<file path="config.mk">
export PLATFORM = sky130hd
export DESIGN_NAME = nand_share_arbiter
export DESIGN_NICKNAME = d
export VERILOG_FILES = /design/src/rtl/nand_arb_pkg.sv /design/src/rtl/rr_arbiter.sv /design/src/rtl/nand_share_arbiter.sv
export SDC_FILE = /design/constraint.sdc
export NUM_CORES = 1
export LEC_CHECK = 0
export CAP_MARGIN = 25
export CORE_MARGIN = 2
export CORE_UTILIZATION = 38
export CTS_BUF_LIST = sky130_fd_sc_hd__clkbuf_4 sky130_fd_sc_hd__clkbuf_8 sky130_fd_sc_hd__clkbuf_16
export CTS_CLUSTER_DIAMETER = 40
export DETAILED_ROUTE_END_ITERATION = 6
export HOLD_SLACK_MARGIN = 0.03
export PLACE_DENSITY_LB_ADDON = 0.3
export SETUP_SLACK_MARGIN = 0.4
export SYNTH_ARGS = -nofsm -noshare
export SYNTH_HDL_FRONTEND = slang
export SYNTH_HIERARCHICAL = 1
export SYNTH_SLANG_ARGS = --single-unit
export TNS_END_PERCENT = 50
</file>
<file path="constraint.sdc">
create_clock -name clk -period 3.3 [get_ports clk]
set_clock_uncertainty 0.15 [all_clocks]
set_input_delay 0.825 -clock clk [delete_from_list [all_inputs] [get_ports clk]]
set_output_delay 0.825 -clock clk [all_outputs]
set_load 0.01 [all_outputs]
</file>
<file path="src/rtl/nand_arb_pkg.sv">
// ============================================================================
//  nand_arb_pkg
//  Shared types and constants for the shared NAND datapath arbiter.
//  Revision: 1.0
// ============================================================================
`default_nettype none

package nand_arb_pkg;

  typedef enum logic {
    EMPTY = 1'b0,
    FULL  = 1'b1
  } out_state_t;

  localparam int                   OPS_CNT_W   = 16;
  localparam logic [OPS_CNT_W-1:0] OPS_CNT_MAX = 16'hFFFF;

endpackage

`default_nettype wire

</file>
<file path="src/rtl/rr_arbiter.sv">
// ============================================================================
//  rr_arbiter
//  Combinational round-robin grant search starting at ptr, wrapping modulo
//  NUM_REQ. The pointer register lives in the parent.
//  Revision: 1.0
// ============================================================================
`default_nettype none

module rr_arbiter #(
  parameter int NUM_REQ = 4,
  parameter int ID_W    = $clog2(NUM_REQ)
) (
  input  logic [NUM_REQ-1:0] req,
  input  logic [ID_W-1:0]    ptr,
  input  logic               en,
  output logic [NUM_REQ-1:0] gnt,
  output logic [ID_W-1:0]    gnt_idx,
  output logic               any
);

  import nand_arb_pkg::*;

  localparam logic [ID_W:0] C_NUM = (ID_W+1)'(NUM_REQ);

  logic [ID_W:0]   w_sum;
  logic [ID_W-1:0] w_cand;
  logic            w_found;

  always_comb begin
    w_sum   = '0;
    w_cand  = '0;
    w_found = 1'b0;
    gnt_idx = '0;
    gnt     = '0;
    for (int off = 0; off < NUM_REQ; off++) begin
      // ptr is always < NUM_REQ, so one conditional subtract is enough to wrap
      w_sum = {1'b0, ptr} + (ID_W+1)'(off);
      if (w_sum >= C_NUM) begin
        w_sum = w_sum - C_NUM;
      end
      w_cand = w_sum[ID_W-1:0];
      if (!w_found && req[w_cand]) begin
        w_found = 1'b1;
        gnt_idx = w_cand;
      end
    end
    any = |req;
    if (en && w_found) begin
      gnt[gnt_idx] = 1'b1;
    end
  end

endmodule

`default_nettype wire

</file>
<file path="src/rtl/nand_share_arbiter.sv">
// ============================================================================
//  nand_share_arbiter
//  Round-robin sharing of one registered bitwise-NAND stage among requesters.
//  Revision: 1.0
// ============================================================================
`default_nettype none

module nand_share_arbiter #(
  parameter int WIDTH   = 8,
  parameter int NUM_REQ = 4,
  parameter int ID_W    = $clog2(NUM_REQ)
) (
  input  logic                     clk,
  input  logic                     rst_n,
  input  logic [NUM_REQ-1:0]       req_valid,
  output logic [NUM_REQ-1:0]       req_ready,
  input  logic [NUM_REQ*WIDTH-1:0] req_a,
  input  logic [NUM_REQ*WIDTH-1:0] req_b,
  output logic                     rsp_valid,
  input  logic                     rsp_ready,
  output logic [WIDTH-1:0]         rsp_y,
  output logic [ID_W-1:0]          rsp_id,
  output logic [15:0]              ops_done
);

  import nand_arb_pkg::*;

  localparam logic [ID_W-1:0] C_LAST = ID_W'(NUM_REQ - 1);

  out_state_t             r_state;
  out_state_t             w_state_next;
  logic [ID_W-1:0]        r_ptr;
  logic [WIDTH-1:0]       r_y;
  logic [ID_W-1:0]        r_id;
  logic [OPS_CNT_W-1:0]   r_ops_done;

  logic                   w_accept;
  logic [NUM_REQ-1:0]     w_gnt;
  logic [ID_W-1:0]        w_gnt_idx;
  logic                   w_any;
  logic                   w_fire;
  logic                   w_drain;
  logic [ID_W-1:0]        w_ptr_next;
  logic [WIDTH-1:0]       w_nand;
  logic [WIDTH-1:0]       w_a [NUM_REQ];
  logic [WIDTH-1:0]       w_b [NUM_REQ];

  generate
    for (genvar g = 0; g < NUM_REQ; g++) begin : g_unpack
      assign w_a[g] = req_a[g*WIDTH +: WIDTH];
      assign w_b[g] = req_b[g*WIDTH +: WIDTH];
    end
  endgenerate

  // Gating with rst_n keeps req_ready low for the whole reset assertion
  assign w_accept = rst_n & ((r_state == EMPTY) | rsp_ready);

  rr_arbiter #(
    .NUM_REQ (NUM_REQ),
    .ID_W    (ID_W)
  ) u_rr_arbiter (
    .req     (req_valid),
    .ptr     (r_ptr),
    .en      (w_accept),
    .gnt     (w_gnt),
    .gnt_idx (w_gnt_idx),
    .any     (w_any)
  );

  assign req_ready  = w_gnt;
  assign w_fire     = w_accept & w_any;
  assign w_drain    = (r_state == FULL) & rsp_ready;
  assign w_ptr_next = (w_gnt_idx == C_LAST) ? '0 : w_gnt_idx + 1'b1;
  assign w_nand     = ~(w_a[w_gnt_idx] & w_b[w_gnt_idx]);

  always_comb begin
    w_state_next = r_state;
    if (w_fire) begin
      w_state_next = FULL;
    end else if (w_drain) begin
      w_state_next = EMPTY;
    end
  end

  always_ff @(posedge clk or negedge rst_n) begin
    if (!rst_n) begin
      r_state <= EMPTY;
    end else begin
      r_state <= w_state_next;
    end
  end

  always_ff @(posedge clk or negedge rst_n) begin
    if (!rst_n) begin
      r_ptr      <= '0;
      r_y        <= '0;
      r_id       <= '0;
      r_ops_done <= '0;
    end else begin
      if (w_fire) begin
        r_ptr <= w_ptr_next;
        r_y   <= w_nand;
        r_id  <= w_gnt_idx;
      end
      if (w_drain && (r_ops_done != OPS_CNT_MAX)) begin
        r_ops_done <= r_ops_done + 1'b1;
      end
    end
  end

  assign rsp_valid = (r_state == FULL);
  assign rsp_y     = r_y;
  assign rsp_id    = r_id;
  assign ops_done  = r_ops_done;

endmodule

`default_nettype wire

</file>
==> run metrics <==
slack of the critical path=435 ps; Ys Warns=6; H-Tree Depth=2; DIE HEIGHT=72.2 um; synthesized flop and latch total=29; top_reg_cell synth=dfrtp_1; WP data required=around 2300 ps; Slew HR=0.743; Final Slew Violations=0; post-synthesis sequential area ratio=0.410; CTS sink cnt=29; Sw Pwr=621 uW; clock latency on the worst-skew pair=280 ps; worst stage delay on the critical path=about 280 ps; post-synth cell types=46; slowest CP cell=nor4_4; Syn Nets=~260; type of the worst setup path=primary input to output pin; ratio of final minimum period to clock period=0.868; RePlAce Congestion=0.809; top-count cell post-synth=dfrtp_1; Detailed Place HPWL=around 3.9 mm; DR vias=1868; fillcell total=360; ANT cells=0; initial antenna violation count=0; Net Sw Frac=0.353; TritonCTS clock tree=yes; Synth area leader=dfrtp_1; most frequent cells after synthesis=dfrtp_1, nand2_1, nand3_1; Clk pwr share=0.173; Core ar.=around 4400 um^2; CTS Buf Count=5; final WL=5.06 mm; endpoint type of the worst setup path=output pin; Nets=375; largest net degree at the start of global routing=31; I/O pin total=about 100; DRC viols=0; Worst-path clk slew=60 ps; Post-Synthesis Cell Area=1770 um^2; pre-CTS setup slack=-316 ps; share of cells above drive strength 1=0.185; vias in the first global route=1923; CTS Buffer Depth=2; Port-buffer cells=101; Die W=72.2 um; share of power burned in registers=0.333; final core occ=0.698; Worst IR Drop VDD=288 uV; All-Layer GR Usage=0.210; drt via density=5.28; Setup Viol. Count Final=0; GRT Residual Overflow=0; Synth Instances=182; CTS root buf=clkbuf_8; Static Leak=0.00132 uW; Peak Freq=roughly 350 MHz; Final ANT Viol Nets=0; WL per Instance=14.3 um; DIE AREA=5220 um^2; asr flop ratio synth=1.00; status=finished, final reports clean; 1st-pass router iterations=4; area delta synth->final=74.2%; first-pass GRT wire length=between 8 and 9 mm; Worst Hold Class=flip-flop to flip-flop; hold_buf cts=0; Cell Chain, Critical Path=buf_6, buf_6, nor4_4, buf_4, inv_2, nand2_2, and3b_1, buf_2; critical path fanouts, max=4; most frequent cell on the critical path=buf_6; Tmin final=2870 ps; Max Cap Viol=0; initial DRC count=90; Gate power share=0.494; pwr dens=about 570 nW/um^2; Arr. time, crit path=between 1500 and 2000 ps; Final Hold Vio Count=0; mean cell area of the mapped netlist=9.72 um^2; share of the synthesized area in the top cell type=0.410; Int Power=1140 uW; Initial Utilization=0.401; dominant cells by area after synthesis=dfrtp_1, and3b_1, a311oi_1, nand2_1, nand3b_1; startpoint class of the critical path=primary input; number of synthesized flops with an enable pin=0; actual slew at the worst max-slew pin=385 ps; RSZ-0062 raised after global routing=false; PnR Total Power=1760 uW; row count=24
## layer usage
metal	up-vias	GRT usage	wire [um]
li1	928	-	-
met1	866	0.244	2040
met2	69	0.367	2570
met3	5	0.0667	380
met4	0	0.0692	74
met5	-	0	0
## per-stage QoR
stage	TNS, ps	cell area (um^2)	hold WS [ps]	cells
2_1_floorplan	0	1770	321	182
3_3_place_gp	-1020	2960	312	345
3_5_place_dp	-1170	2960	319	345
4_1_cts	0	3080	331	354
5_1_grt	0	3080	354	354
6_report	0	3080	327	354
## registers in the layout (all words and copies together), names as in the netlist
signal     count
ops_done      16
rsp_y          8
r_ptr          2
rsp_id         2
rsp_valid      1
## critical path: cells and delay by family
kind	cells	cell delay [ps]
buffers and inverters	5	540
AND/OR/NAND/NOR	3	520
## layout make-up
cell class                 instances  area, um^2  area share
inverter                           6        22.5     0.00731
timing repair buffer             120        1140       0.370
multi-input combinational        140        1040       0.337
tap                               52        65.1      0.0211
clock buffer                       7        90.1      0.0292
sequential                        29         726       0.235
## power by group through the flow
stage          combinational (uW)  clock, uW  sequential [uW]
2_1_floorplan                 356          0              612
3_3_place_gp                  842          0              582
3_5_place_dp                  857          0              588
4_1_cts                       873        308              587
5_1_grt                       948        325              605
6_report                      868        305              585
## repair_timing
| item | in CTS | in global routing |
|---|---|---|
| pin swaps | 4 | 2 |
| setup endpoints to repair | 5 | 5 |
| resized for setup | 38 | 8 |
| buffers inserted | 2 | 0 |
## final timing paths
| check | from | end | slack, ps | cells past startpoint |
|---|---|---|---|---|
| max in group asynchronous | rst_n | rsp_y[0] | 2160 | 2 |
| hold reg to reg | rsp_y[3] | rsp_y[3] | 330 | 2 |
| hold / removal | rsp_y[3] | rsp_y[3] | 330 | 2 |
| setup reg to reg | r_ptr[1] | rsp_y[6] | 800 | 11 |
| min in group asynchronous | rst_n | ops_done[1] | 560 | 2 |
| setup / recovery | req_valid[2] | req_ready[2] | 430 | 8 |
## layout by cell type, fill, tap and decap left out, types with 3 or more instances in the layout
master	instances
a21oi_1	5
a311oi_1	8
a31oi_1	10
and3b_1	9
buf_2	6
buf_4	15
buf_6	4
clkbuf_8	6
clkdlybuf4s50_1	91
dfrtp_1	29
inv_1	4
mux2_2	3
nand2_1	17
nand3_1	13
nand3b_1	9
nand4_1	6
nor2_1	4
nor3_1	4
nor4_1	3
o21ai_0	8
xnor2_1	4
xor2_1	7
## kinds of logic after synthesis
kind of cell    Yosys count  share of synthesized area
simple gates             82                      0.304
compound gates           39                      0.151
buf+inv                  13                     0.0283
xor+xnor                 11                     0.0545
fa+ha+maj                 2                     0.0141
mux                       6                     0.0375
flops                    29                      0.410
(Power assumes the default switching activity.)
